===== config.mk =====
export PLATFORM = sky130hd
export DESIGN_NAME = serial_sub7bit_flat
export DESIGN_NICKNAME = d
export VERILOG_FILES = /design/src/rtl/serial_sub7bit_if.sv /design/src/rtl/serial_sub7bit.sv /design/src/flat_wrapper.sv
export SDC_FILE = /design/constraint.sdc
export NUM_CORES = 1
export LEC_CHECK = 0
export ABC_CLOCK_PERIOD_IN_PS = 2300
export CORE_UTILIZATION = 55
export DETAILED_ROUTE_END_ITERATION = 12
export PLACE_DENSITY = 0.9
export SYNTH_ARGS = -nofsm -noshare
export SYNTH_HDL_FRONTEND = slang
export SYNTH_SLANG_ARGS = --single-unit

===== constraint.sdc =====
create_clock -name clk -period 2.3 [get_ports clk]
set_input_delay 0.69 -clock clk [delete_from_list [all_inputs] [get_ports clk]]
set_output_delay 0.69 -clock clk [all_outputs]
set_load 0.02 [all_outputs]

===== src/rtl/serial_sub7bit_if.sv =====
// Operand/result handshake bundle for the bit-serial subtractor.
// The master side issues operands and consumes the difference; the slave side is the subtractor.
interface serial_sub7bit_if #(parameter int WIDTH = 7);
  logic             in_valid;
  logic             in_ready;
  logic [WIDTH-1:0] a;
  logic [WIDTH-1:0] b;
  logic [WIDTH:0]   diff;
  logic             out_valid;
  logic             out_ready;

  modport master (output in_valid, a, b, out_ready,
                  input  in_ready, diff, out_valid);
  modport slave  (input  in_valid, a, b, out_ready,
                  output in_ready, diff, out_valid);
endinterface


===== src/rtl/serial_sub7bit.sv =====
// Bit-serial unsigned subtractor: one full-subtractor bit per clock, LSB first.
// diff = {borrow_out, (a-b) mod 2^WIDTH}, presented with a valid/ready handshake.
module serial_sub7bit #(
  parameter int WIDTH = 7
) (
  input  logic           clk,
  input  logic           rst_n,
  serial_sub7bit_if.slave bus
);

  localparam int CW = $clog2(WIDTH + 1);

  typedef enum logic [1:0] {IDLE, RUN, DONE} state_t;

  state_t           state, state_nxt;
  logic [WIDTH-1:0] a_sr, b_sr, res_sr;
  logic             borrow;
  logic [CW-1:0]    cnt;
  logic [WIDTH:0]   diff_q;

  logic ai, bi, rbit, bnext, last;

  always_comb begin
    ai    = a_sr[0];
    bi    = b_sr[0];
    rbit  = ai ^ bi ^ borrow;
    bnext = (~ai & bi) | (~(ai ^ bi) & borrow);
    last  = (cnt == CW'(WIDTH - 1));
  end

  always_comb begin
    state_nxt     = state;
    bus.in_ready  = 1'b0;
    bus.out_valid = 1'b0;
    case (state)
      IDLE: begin
        bus.in_ready = 1'b1;
        if (bus.in_valid) state_nxt = RUN;
      end
      RUN:  if (last) state_nxt = DONE;
      DONE: begin
        bus.out_valid = 1'b1;
        if (bus.out_ready) state_nxt = IDLE;
      end
      default: state_nxt = IDLE;
    endcase
  end

  always_ff @(posedge clk) begin
    if (!rst_n) begin
      state  <= IDLE;
      a_sr   <= '0;
      b_sr   <= '0;
      res_sr <= '0;
      borrow <= 1'b0;
      cnt    <= '0;
      diff_q <= '0;
    end else begin
      state <= state_nxt;
      case (state)
        IDLE: if (bus.in_valid) begin
          a_sr   <= bus.a;
          b_sr   <= bus.b;
          borrow <= 1'b0;
          cnt    <= '0;
        end
        RUN: begin
          a_sr   <= a_sr >> 1;
          b_sr   <= b_sr >> 1;
          res_sr <= {rbit, res_sr[WIDTH-1:1]};
          borrow <= bnext;
          cnt    <= cnt + 1'b1;
          // Snapshot the finished word so diff stays put through DONE and the next RUN.
          if (last) diff_q <= {bnext, rbit, res_sr[WIDTH-1:1]};
        end
        default: ;
      endcase
    end
  end

  assign bus.diff = diff_q;

endmodule


===== src/flat_wrapper.sv =====
// flat-port wrapper written by rule: the top's interface ports become plain ports
module serial_sub7bit_flat 
#(
  parameter int WIDTH = 7
)
  (clk, rst_n, bus_in_valid, bus_a, bus_b, bus_out_ready, bus_in_ready, bus_diff, bus_out_valid);
  serial_sub7bit_if #(.WIDTH(WIDTH)) bus_i ();
  input  logic clk;
  input  logic rst_n;
  input wire logic [$bits(bus_i.in_valid)-1:0] bus_in_valid;
  input wire logic [$bits(bus_i.a)-1:0] bus_a;
  input wire logic [$bits(bus_i.b)-1:0] bus_b;
  input wire logic [$bits(bus_i.out_ready)-1:0] bus_out_ready;
  output wire logic [$bits(bus_i.in_ready)-1:0] bus_in_ready;
  output wire logic [$bits(bus_i.diff)-1:0] bus_diff;
  output wire logic [$bits(bus_i.out_valid)-1:0] bus_out_valid;
  assign bus_i.in_valid = bus_in_valid;
  assign bus_i.a = bus_a;
  assign bus_i.b = bus_b;
  assign bus_i.out_ready = bus_out_ready;
  assign bus_in_ready = bus_i.in_ready;
  assign bus_diff = bus_i.diff;
  assign bus_out_valid = bus_i.out_valid;
  serial_sub7bit #(.WIDTH(WIDTH)) u_core (.clk(clk), .rst_n(rst_n), .bus(bus_i));
endmodule

-- Word level (Yosys, flattened, before mapping)
Index checks and enable logic that the tools add are counted.
- bits in registers: 35
- latch bits: 0
- RAM bits: 0
- memory bits (read-only): 0
- bits of input ports: 18
- output and inout port bits: 10
- logic and storage cells: 40
- memories kept: 0
- $add $sub $neg: 1
- $mul: 0
- div/mod/pow operators: 0
- order comparisons: 0
- eq/ne operators: 6
- shift operators: 0
- multiplexer cells: 14
- bitwise logic cells: 7
- reduce and logical (&&, ||, !) cells: 5
- operator list (operator ; count):
    $pmux W7 S2 ; 2
    $mux W7 ; 2
    $mux W2 ; 3
    $pmux W2 S3 ; 1
    $pmux W3 S2 ; 1
    $ne A2 B2 Y1 const B ; 2
    $reduce_and A2 Y1 ; 2
    $add A3 B1 Y3 const B ; 1
    $eq A3 B3 Y1 const B ; 1
    $mux W1 ; 3
    $mux W3 ; 1
    $reduce_and A3 Y1 ; 1
    $and A1 B1 Y1 ; 2
    $eq A2 B1 Y1 const B ; 1
    $eq A2 B2 Y1 const B ; 1
    $logic_not A2 Y1 ; 1
    $ne A2 B1 Y1 const B ; 1
    $not A1 Y1 ; 2
    $pmux W1 S2 ; 1
    $reduce_bool A2 Y1 ; 1
    $xor A1 B1 Y1 ; 2
    $or A1 B1 Y1 ; 1

-- Logic depth before layout (Yosys ltp)
Gate-level depths: netlist of the first run.
- depth in word-level cells: 5
- gate-level depth with buffers: 6
- mapped depth without buffers: 5

-- Least setup slack after synthesis of the first run
No wires, ideal clock.
- path type: reg2out
- from: register u_core.state[0]
- to: output port bus_out_valid
- data arrival time: 0.803 ns
- data required time: 1.610 ns
- slack: 0.807 ns
- cell stages (with the launch flop): 3
- path buffers: 1
- cells stage by stage: dfxtp_1 buf_6 nor2b_1
- cells in the longest elaborated chain, start to end: 2
- ends and longest elaborated chain (item ; RTL line ; source):
    start: declaration ; serial_sub7bit.sv:15 ; state_t state, state_nxt;
    start signal: assignment ; serial_sub7bit.sv:59 ; state <= state_nxt;
    $eq A2 B2 Y1 ; serial_sub7bit.sv:35 ; case (state)
    $mux W1 ; serial_sub7bit.sv:35 ;
    end: declaration ; flat_wrapper.sv:16 ; output wire logic [$bits(bus_i.out_valid)-1:0] bus_out_valid;
No other way between the ends.

-- Worst setup path after layout of the first run
- from: register u_core.state[1]
- to: output port bus_in_ready
- cells in the longest elaborated chain, start to end: 2
- ends and longest elaborated chain (item ; RTL line ; source):
    $logic_not A2 Y1 ; serial_sub7bit.sv:35 ;
    $mux W1 ; serial_sub7bit.sv:35 ;
    end: declaration ; flat_wrapper.sv:14 ; output wire logic [$bits(bus_i.in_ready)-1:0] bus_in_ready;
No other way between the ends.

==> out/metrics.yaml, run 1 <==
yosys.area.top_type_share_pct: 45.3
cp_slowest_cell: "clkdlybuf4s50_1"
grt_pass1_vias: 1057
num_antenna_cells: 0
clkSlewWorstSetupHoldPaths_ns: 0.10
power.density_nw_per_um2: 601
dieArea_um2: 2940
track_usage_pct: 21.6
cts_resized: 0
hold_violations: 0
placed_area_um2: 1760
drt-pass1-iter-count: 4
cts_max_level: 2
max_cap_violations: 0
place_congestion: 0.667
max_slew_margin_pct: 76.3
clock_latency_ns: 0.33
synth_most_common_cell: "nand2_1"
multi_input_area_um2: 728
async_reset_ff_share_pct: 0
drc: 0
critPathRequiredTime_ns: 1.61
worstMarginPinSlew_ns: 0.356
post_drt_via_cell_ratio: 5.42
worstRegToRegCells: 5
ys_seq_area_share_pct: 45.3
peakVddDrop_v: 0.000507
synth_nets: 178
setup.worst_path.start: "u_core.state[1]"
holdPathStages: 2
crit_fanout: 8
synth_area_leader_cell: "dfxtp_1"
initial_core_util_pct: 59.5
ff2ff_setup_slack_ns: 0.83
die_w_um: 54.3
ys_ff_latch: 34
finClkSkew_ns: 0.00327
yosys_warnings: 0
post_cts_buffers: 0
dr_total_vias: 1159
syn-instance-count: 157
cp-end-kind: "output pin"
place_ws_ns: 0.350
cts_tree: "done"
seq_area_um2: 681
place_hpwl_mm: 1.93
grt_max_degree: 43
slew_viol_final: 0
fin_crit_ns: 2.24
hold_class: "reg2reg"
routedWlPerCell_um: 12.5
power_mw: 1.09
grt_pass1_wl_mm: 4.42
crit_chain: "nor2_1 -> clkdlybuf4s50_1"
nets: 205
antenna_found_initial: 0
placed_cells_incl_taps: 207
root_buffer: "clkbuf_4"
avgSynthCellArea_um2: 9.56
finalSetupTns_ns: 0
overflow: 0
routed_wl_mm: 2.68
regToRegStartpoint: "u_core.state[0]"
period_share_pct: 97.3
critPathKind: "reg2out"
startpoint_type: "flop"
synth_area_um2: 1500
cts-buffers-inserted: 5
cts_num_sinks: 34
synth_cell_type_count: 28
num-fill-cells: 200
leakage_nw: 0.834
synth_area_leaders: "dfxtp_1 45%, nand2_1 8.8%, mux2i_1 8.0%"
area_growth_pct: 20.4
layout.cells.non_filler: 214
grt_setup_unrepaired: "false"
ant_nets: 0
utilization_pct: 71.7
synth_edf_count: 0
die_h_um: 54.3
timing.rr.end: "u_core.borrow"
holdWs_ns: 0.457
synth_commonest_cells: "35 x nand2_1, 34 x dfxtp_1, 12 x mux2i_1"
cp_slowest_stage_delay_ns: 0.64
hold_buffers: 0
core_um2: 2520
cts_buffer_depth: 2
status: "finished clean"
layout-drive-gt1-share_pct: 7.07
crit_path_end: "bus_in_ready"
ys.flop_type: "dfxtp_1"
fmax_mhz: 447
finalInstanceArea_um2: 1810
numPortBuffers: 27
rows: 18
worstPathArrival_ns: 1.55
finalSetupViolations: 0
drt_iter0_drc: 21
layout_setup_ws_ns: 0.0613
boundaryPins: 28
worstHoldStart: "u_core.res_sr[1]"
==> layout by cell type (no fill, tap or decap) <==
cell type / count
nand2_1: 35
dfxtp_1: 34
clkdlybuf4s50_1: 26
mux2i_1: 12
o211a_1: 11
nand3_1: 9
o21ai_1: 8
a21boi_0: 6
clkbuf_4: 5
nor2b_1: 4
buf_4: 4
inv_1: 3
nand2b_1: 3
and3_1: 3
a21boi_1: 2
a32oi_1: 2
and2_1: 2
ha_1: 2
clkinv_2: 2
nor2_1: 1
and2b_1: 1
nand4b_4: 1
o21ba_1: 1
o21bai_2: 1
o22ai_1: 1
nor3b_1: 1
o21ai_0: 1
o2bb2ai_1: 1
fa_1: 1
dlymetal6s2s_1: 1
==> sequential cells by signal, summed over array words and instances (netlist names) <==
signal and count:
u_core.state 2, u_core.b_sr 7, u_core.cnt 3, u_core.a_sr 7, u_core.borrow 1, u_core.bus.diff 8, u_core.res_sr 6
==> metal layers <==
layer | track usage, % | wire (µm)
met4 | 8.97 | 31
met2 | 39.2 | 1380
met1 | 22.0 | 1150
met5 | 0 | 0
met3 | 8.06 | 125
==> worst min path at each step <==
| stage | slack (ns) | end |
|---|---|---|
| global route | 0.48 | u_core.bus.diff[5] |
| global placement | 0.43 | u_core.bus.diff[0] |
| CTS | 0.46 | u_core.bus.diff[0] |
| detailed placement | 0.44 | u_core.bus.diff[0] |
| floorplan | 0.43 | u_core.bus.diff[0] |
| finish | 0.46 | u_core.bus.diff[0] |
==> area by class of cell <==
cell class              count  share of cell area (%)
multi-input cells         109                    40.3
inverters                   3                   0.623
repair buffers             31                    16.7
well taps                  30                    2.08
clock buffers               5                    2.08
flip-flops and latches     34                    37.6
clock inverters             2                   0.554
==> worst max-delay path, delay by kind of cell, from the launching register on <==
kind	cells	cell delay, ns
flops	1	0.38
simple gates	1	0.21
buf+inv	1	0.64
==> power breakdown <==
part,internal [mW],leakage [nW],total (mW),switching [mW]
Combinational,0.0796,0.525,0.149,0.0695
Clock,0.110,0.0308,0.304,0.194
Sequential,0.616,0.278,0.633,0.0172
Total,0.805,0.834,1.09,0.281
==> logic make-up after synthesis <==
logic type                 count (synthesis)  share of synthesized area [%]
DFF                                       34                           45.3
adders and majority gates                  3                           3.00
muxes                                     12                           8.00
AOI/OAI and AO/OA                         34                           17.9
and+or+nand+nor                           60                           19.6
buffers and inverters                     14                           6.17
No activity file was read; power rests on OpenSTA's default activity.
==> run 2: changes to the inputs <==
Settings changed: PLACE_DENSITY 0.9 to 0.84.
==> out/metrics.yaml, run 2 (synthesis results as in run 1) <==
hold_buffers: 0  # unchanged
cts-buffers-inserted: 5  # unchanged
startpoint_type: "flop"
crit_path_end: "bus_in_ready"
finalSetupTns_ns: 0  # unchanged
critPathRequiredTime_ns: 1.61  # about the same
power.density_nw_per_um2: 619  # +3.0%
peakVddDrop_v: 0.000467  # -7.9%
place_congestion: 0.742  # +11%
fmax_mhz: 450  # +0.69%
cp-end-kind: "output pin"
post_drt_via_cell_ratio: 5.36  # -1.0%
track_usage_pct: 20.9  # -0.75 points
timing.rr.end: "u_core.borrow"
largest_reg_flops: 8  # unchanged
grt_setup_unrepaired: "false"
num_antenna_cells: 0  # unchanged
numPortBuffers: 27  # unchanged
root_buffer: "clkbuf_4"
holdWs_ns: 0.453  # -0.00375 ns
fin_crit_ns: 2.22  # -0.0154 ns
initial_core_util_pct: 59.5  # unchanged
cts_max_level: 2  # unchanged
slew_viol_final: 0  # unchanged
period_share_pct: 96.7  # -0.67 points
critPathKind: "reg2out"
crit_chain: "nor2_1 -> clkdlybuf4s50_1"
core_um2: 2520  # unchanged
grt_pass1_wl_mm: 4.17  # -5.5%
finalSetupViolations: 0  # unchanged
clkSlewWorstSetupHoldPaths_ns: 0.10  # about the same
cts_tree: "done"
rows: 18  # unchanged
grt_max_degree: 43  # unchanged
drt_iter0_drc: 15  # -29%
max_slew_margin_pct: 76.5  # +0.26 points
num-fill-cells: 213  # +6.5%
drt-pass1-iter-count: 4  # unchanged
die_w_um: 54.3  # unchanged
post_cts_buffers: 0  # unchanged
layout_commonest_cell: "nand2_1"
worstRegToRegCells: 5  # unchanged
nets: 204  # -0.49%
ant_nets: 0  # unchanged
finClkSkew_ns: 0.0129  # +0.00966 ns
cpLargestDelayFamily: "buffers and inverters"
placed_area_um2: 1750  # -0.43%
place_ws_ns: 0.247  # -0.103 ns
status: "finished clean"
ff2ff_setup_slack_ns: 0.79  # -0.04 ns
routedWlPerCell_um: 12.6  # +0.45%
cp_slowest_cell: "clkdlybuf4s50_1"
crit_fanout: 8  # unchanged
antenna_found_initial: 0  # unchanged
clock_latency_ns: 0.34  # about the same
hold_violations: 0  # unchanged
layout_common_cells: "35 x nand2_1, 33 x dfxtp_1, 26 x clkdlybuf4s50_1, 12 x mux2i_1, 11 x o211a_1"
drc: 0  # unchanged
die_h_um: 54.3  # unchanged
cts_buffer_depth: 2  # unchanged
place_hpwl_mm: 1.83  # -5.2%
layout_setup_ws_ns: 0.0767  # +0.0154 ns
leakage_nw: 0.835  # about the same
worstMarginPinSlew_ns: 0.352  # -0.00395 ns
worstPathArrival_ns: 1.53  # -0.02 ns
setup.worst_path.start: "u_core.state[1]"
regToRegStartpoint: "u_core.state[0]"
routed_wl_mm: 2.70  # +0.45%
dr_total_vias: 1147  # -1.0%
cp.depth: 2  # unchanged
area_growth_pct: 20.8
overflow: 0  # unchanged
hold_class: "reg2reg"
layout-drive-gt1-share_pct: 7.07  # unchanged
cp_num_buf_inv: 1  # unchanged
dieArea_um2: 2940  # unchanged
cts_num_sinks: 34  # unchanged
cp_slowest_stage_delay_ns: 0.64  # about the same
grt_pass1_vias: 944  # -11%
finalInstanceArea_um2: 1810  # +0.35%
boundaryPins: 28  # unchanged
power_mw: 1.12  # +3.4%
max_cap_violations: 0  # unchanged
==> run 2: cell type report <==
| type | instances | area, µm² | area share (%) |
|---|---|---|---|
| clock buffers | 7 | 55.1 | 3.03 |
| well taps | 30 | 37.5 | 2.07 |
| multi-input cells | 109 | 728 | 40.1 |
| flip-flops and latches | 34 | 682 | 37.6 |
| inverters | 3 | 11.3 | 0.621 |
| repair buffers | 30 | 295 | 16.3 |
| clock inverters | 1 | 5.00 | 0.276 |
==> run 2: power breakdown <==
| group | leakage (nW) | total, mW | internal (mW) | switching [mW] |
|---|---|---|---|---|
| registers | 0.279 | 0.631 | 0.616 | 0.0154 |
| logic | 0.521 | 0.148 | 0.0782 | 0.0698 |
| clock network | 0.0353 | 0.344 | 0.148 | 0.196 |
| total | 0.835 | 1.12 | 0.842 | 0.281 |
==> run 2: worst min-delay path by stage <==
stage | startpoint | end | cells past startpoint
2_1_floorplan | u_core.res_sr[1] | u_core.bus.diff[0] | 2
5_1_grt | u_core.res_sr[1] | u_core.bus.diff[0] | 2
3_3_place_gp | u_core.res_sr[1] | u_core.bus.diff[0] | 2
4_1_cts | u_core.res_sr[1] | u_core.bus.diff[0] | 2
3_5_place_dp | u_core.res_sr[1] | u_core.bus.diff[0] | 2
6_report | u_core.res_sr[1] | u_core.bus.diff[0] | 2
==> run 2: per-layer routing <==
| layer | wire [µm] | part of all wire (%) | vias up | global-route usage, % |
|---|---|---|---|---|
| met1 | 1210 | 45 | 525 | 25.3 |
| met2 | 1320 | 49 | 22 | 33.1 |
| met3 | 108 | 4.0 | 7 | 5.83 |
| met5 | 0 | 0 | - | 0 |
| met4 | 51 | 1.9 | 0 | 11.5 |
| li1 | - | - | 593 | - |
==> run 2: repair_timing <==
item,4_1_cts,5_1_grt
cloned,0,0
endpoints found under the setup margin,1,1
gates resized for setup,1,1
==> run 2: through the flow <==
step,utilization (%),std cells
floorplan,-,157
global placement,69.4,206
detailed placement,69.4,206
CTS,71.8,214
global route,71.9,214
finish,71.9,214
==> run 2: worst reg2reg max path, cell delays in order, from the launching register on <==
cell and delay (ns):
dfxtp_1 0.36, buf_4 0.30, o21ba_1 0.20, buf_4 0.27
o22ai_1 0.13, and2_1 0.16
==> edit: new RTL, settings of run 1 <==
`WIDTH` is set to 7 in 3 places; all go to 6.
--- a/src/rtl/serial_sub7bit_if.sv
+++ b/src/rtl/serial_sub7bit_if.sv
@@ -1,6 +1,6 @@
 // Operand/result handshake bundle for the bit-serial subtractor.
 // The master side issues operands and consumes the difference; the slave side is the subtractor.
-interface serial_sub7bit_if #(parameter int WIDTH = 7);
+interface serial_sub7bit_if #(parameter int WIDTH = 6);
   logic             in_valid;
   logic             in_ready;
   logic [WIDTH-1:0] a;
--- a/src/rtl/serial_sub7bit.sv
+++ b/src/rtl/serial_sub7bit.sv
@@ -1,7 +1,7 @@
 // Bit-serial unsigned subtractor: one full-subtractor bit per clock, LSB first.
 // diff = {borrow_out, (a-b) mod 2^WIDTH}, presented with a valid/ready handshake.
 module serial_sub7bit #(
-  parameter int WIDTH = 7
+  parameter int WIDTH = 6
 ) (
   input  logic           clk,
   input  logic           rst_n,
--- a/src/flat_wrapper.sv
+++ b/src/flat_wrapper.sv
@@ -1,7 +1,7 @@
 // flat-port wrapper written by rule: the top's interface ports become plain ports
 module serial_sub7bit_flat 
 #(
-  parameter int WIDTH = 7
+  parameter int WIDTH = 6
 )
   (clk, rst_n, bus_in_valid, bus_a, bus_b, bus_out_ready, bus_in_ready, bus_diff, bus_out_valid);
   serial_sub7bit_if #(.WIDTH(WIDTH)) bus_i ();
Ports: changed (resized bus_a, bus_b and bus_diff); port bits go from 28 to 25. The function was not compared with the original's and may differ.
==> edit against run 1 <==
  * Worst setup slack improved by 240 ps
  * Sequential cell count fell by 4
  * Design area fell by 9.3%
  * Synthesized area fell by 12%
  * Clock power rose by 34%
  * Worst hold slack improved by 11 ps
  * Combinational power fell by 6%
  * Sequential power fell by 12%
  * Total power rose by 1.9%
  * Wire length fell by 6.6%
  * Global-route usage rose by 1.6 points
  * Critical path type unchanged
  * Critical endpoint is now bus_diff[6]
  * Highest routed layer unchanged
==> edit: results (changes against run 1) <==
GRT_FIRST_PASS_WIRELENGTH_UM=4300  # -2.7%
REG2REG_TO='u_core.bus.diff[5]'
DETAIL_ROUTE.ITER0.VIOLATIONS=22  # +4.8%
DETAILEDROUTE.FIRSTPASSITERATIONCOUNT=4  # unchanged
WORST-R2R-CELL-COUNT=4  # -1
FINCLKSKEW_PS=7.54  # +4.27 ps
NUM-NETS-FINAL=174  # -15%
NETLIST-CELL-TYPE-COUNT=25  # -11%
MAPPEDNETLISTNETS=148  # -17%
WORST-SLEW-PIN-TRANSITION_PS=481  # +125 ps
WORST-ENDPOINT-ARRIVAL_PS=1310  # -240 ps
GRT_ANTENNA_BEFORE_REPAIR=0  # unchanged
ROUTABILITY_CONGESTION=0.752  # +13%
WORST-R2R-SETUP-SLACK_PS=580  # -250 ps
DRIVE_GT1_SHARE_PCT=16.0  # +9.0 points
PRE_CTS_SLACK_PS=310  # -40.0 ps
GRT_MAX_DEGREE=21  # -51%
STARTPOINT='u_core.bus.diff[6]'
VDD.IR_DROP.WORST_mV=0.474  # -6.6%
CPPEAKSTAGEDELAY_PS=620  # -20 ps
DP_HPWL_UM=1790  # -7.2%
TIMING.CRITICAL_PATH.SLOWEST_STAGE_CELL='sky130_fd_sc_hd__clkdlybuf4s50_1'
SYN_INST_COUNT=129  # -18%
TIMING.HOLD.WORST.CLASS='register to register'
INSERTEDDIODECOUNT=0  # unchanged
WORSTPATHMAXFANOUT=2  # -6
YOSYSSEQAREASHARE_PCT=45.2  # -0.14 points
IO_BUFFER_COUNT=24  # -11%
WHS_ENDPOINT='u_core.res_sr[1]'
OUTCOME='finished, final reports clean'
GRT_PASS1_VIAS=1004  # -5.0%
AVGVIACOUNTPERCELL=5.42  # about the same
FILLERS=160  # -20%
PLACEDCELLCOUNT=176  # -15%
GRT_USE_TOTAL_PCT=23.2  # +1.6 points
ROUTED_WIRE_LENGTH_PER_INSTANCE_UM=13.6  # +8.6%
SYNTH_TOP_CELLS_BY_COUNT='30 x sky130_fd_sc_hd__dfxtp_1, 24 x sky130_fd_sc_hd__nor2_1, 17 x sky130_fd_sc_hd__mux2i_1, 11 x sky130_fd_sc_hd__a211oi_2, 11 x sky130_fd_sc_hd__nand2_1'
SYNTH_TOP_CELLS_BY_AREA='sky130_fd_sc_hd__dfxtp_1 45%, sky130_fd_sc_hd__mux2i_1 13%, sky130_fd_sc_hd__a211oi_2 10%, sky130_fd_sc_hd__nor2_1 6.8%, sky130_fd_sc_hd__buf_6 4.2%'
POWER.LEAKAGE_nW=0.631  # -24%
[edit: cell count changes after synthesis, moves of 5 or more]
cell / run 1 / this run
sky130_fd_sc_hd__mux2i_1: 12 / 17
sky130_fd_sc_hd__a21boi_0: 6 / 0
sky130_fd_sc_hd__nand3_1: 9 / 1
sky130_fd_sc_hd__nand2_1: 35 / 11
sky130_fd_sc_hd__nor2_1: 1 / 24
sky130_fd_sc_hd__o211a_1: 11 / 0
sky130_fd_sc_hd__a211oi_2: 0 / 11
sky130_fd_sc_hd__a21oi_1: 0 / 5
sky130_fd_sc_hd__o21ai_1: 8 / 0
[edit: final cells by class]
cell class                      instances  area [um^2]  share of cell area [%]
Tap cell                               28         35.0                    2.14
Inverter                                4         15.0                   0.916
Sequential cell                        30          602                    36.7
Clock inverter                          3         40.0                    2.44
Clock buffer                            5         37.5                    2.29
Timing Repair Buffer                   27          268                    16.3
Multi-Input combinational cell         87          642                    39.2
[edit: logic make-up (layout without fill, tap and decap cells)]
group | count (synthesis) | in the layout | share of synthesized area, %
compound gates | 25 | 25 | 18.6
fa+ha+maj | 3 | 3 | 3.39
buf+inv | 12 | 39 | 6.50
flops | 30 | 30 | 45.2
mux | 17 | 17 | 12.8
simple gates | 42 | 42 | 13.5
[edit: what timing repair did]
item,CTS,global route
setup buffers,0,0
hold buffers,0,0
endpoints found under the hold margin,0,0
gates resized for setup,1,2
endpoints found under the setup margin,1,2
[edit: worst max path at each step]
| stage | endpoint | slack, ps |
|---|---|---|
| 3_5_place_dp | u_core.a_sr[0] | 310 |
| 6_report | bus_diff[6] | 300 |
| 4_1_cts | bus_out_valid | 60 |
| 3_3_place_gp | bus_out_valid | 360 |
| 5_1_grt | bus_diff[6] | 250 |
| 2_1_floorplan | bus_in_ready | 840 |
[edit: report_power, final]
part           internal [W]  total, W  leakage (nW)  switching, W
Clock              0.000225  0.000408        0.0450      0.000183
Combinational     0.0000706  0.000140         0.340     0.0000692
Sequential         0.000543  0.000559         0.246     0.0000166
Total              0.000838   0.00111         0.631      0.000269
[edit: metrics by stage]
stage | utilization (%) | instance area (um^2) | total power (W) | hold WS (ps)
3_3_place_gp | 69.0 | 1560 | 0.000702 | 444
5_1_grt | 72.7 | 1640 | 0.00116 | 509
4_1_cts | 72.5 | 1630 | 0.00112 | 466
3_5_place_dp | 69.0 | 1560 | 0.000710 | 451
2_1_floorplan | - | 1330 | 0.000669 | 436
6_report | 72.7 | 1640 | 0.00111 | 468
[edit: per-layer routing]
layer / global-route usage, % / vias up / wire [um]
li1: - / 500 / -
met1: 25.3 / 462 / 1120
met2: 37.5 / 29 / 1200
met3: 8.33 / 6 / 122
met4: 15.3 / 0 / 61
met5: 0 / - / 0
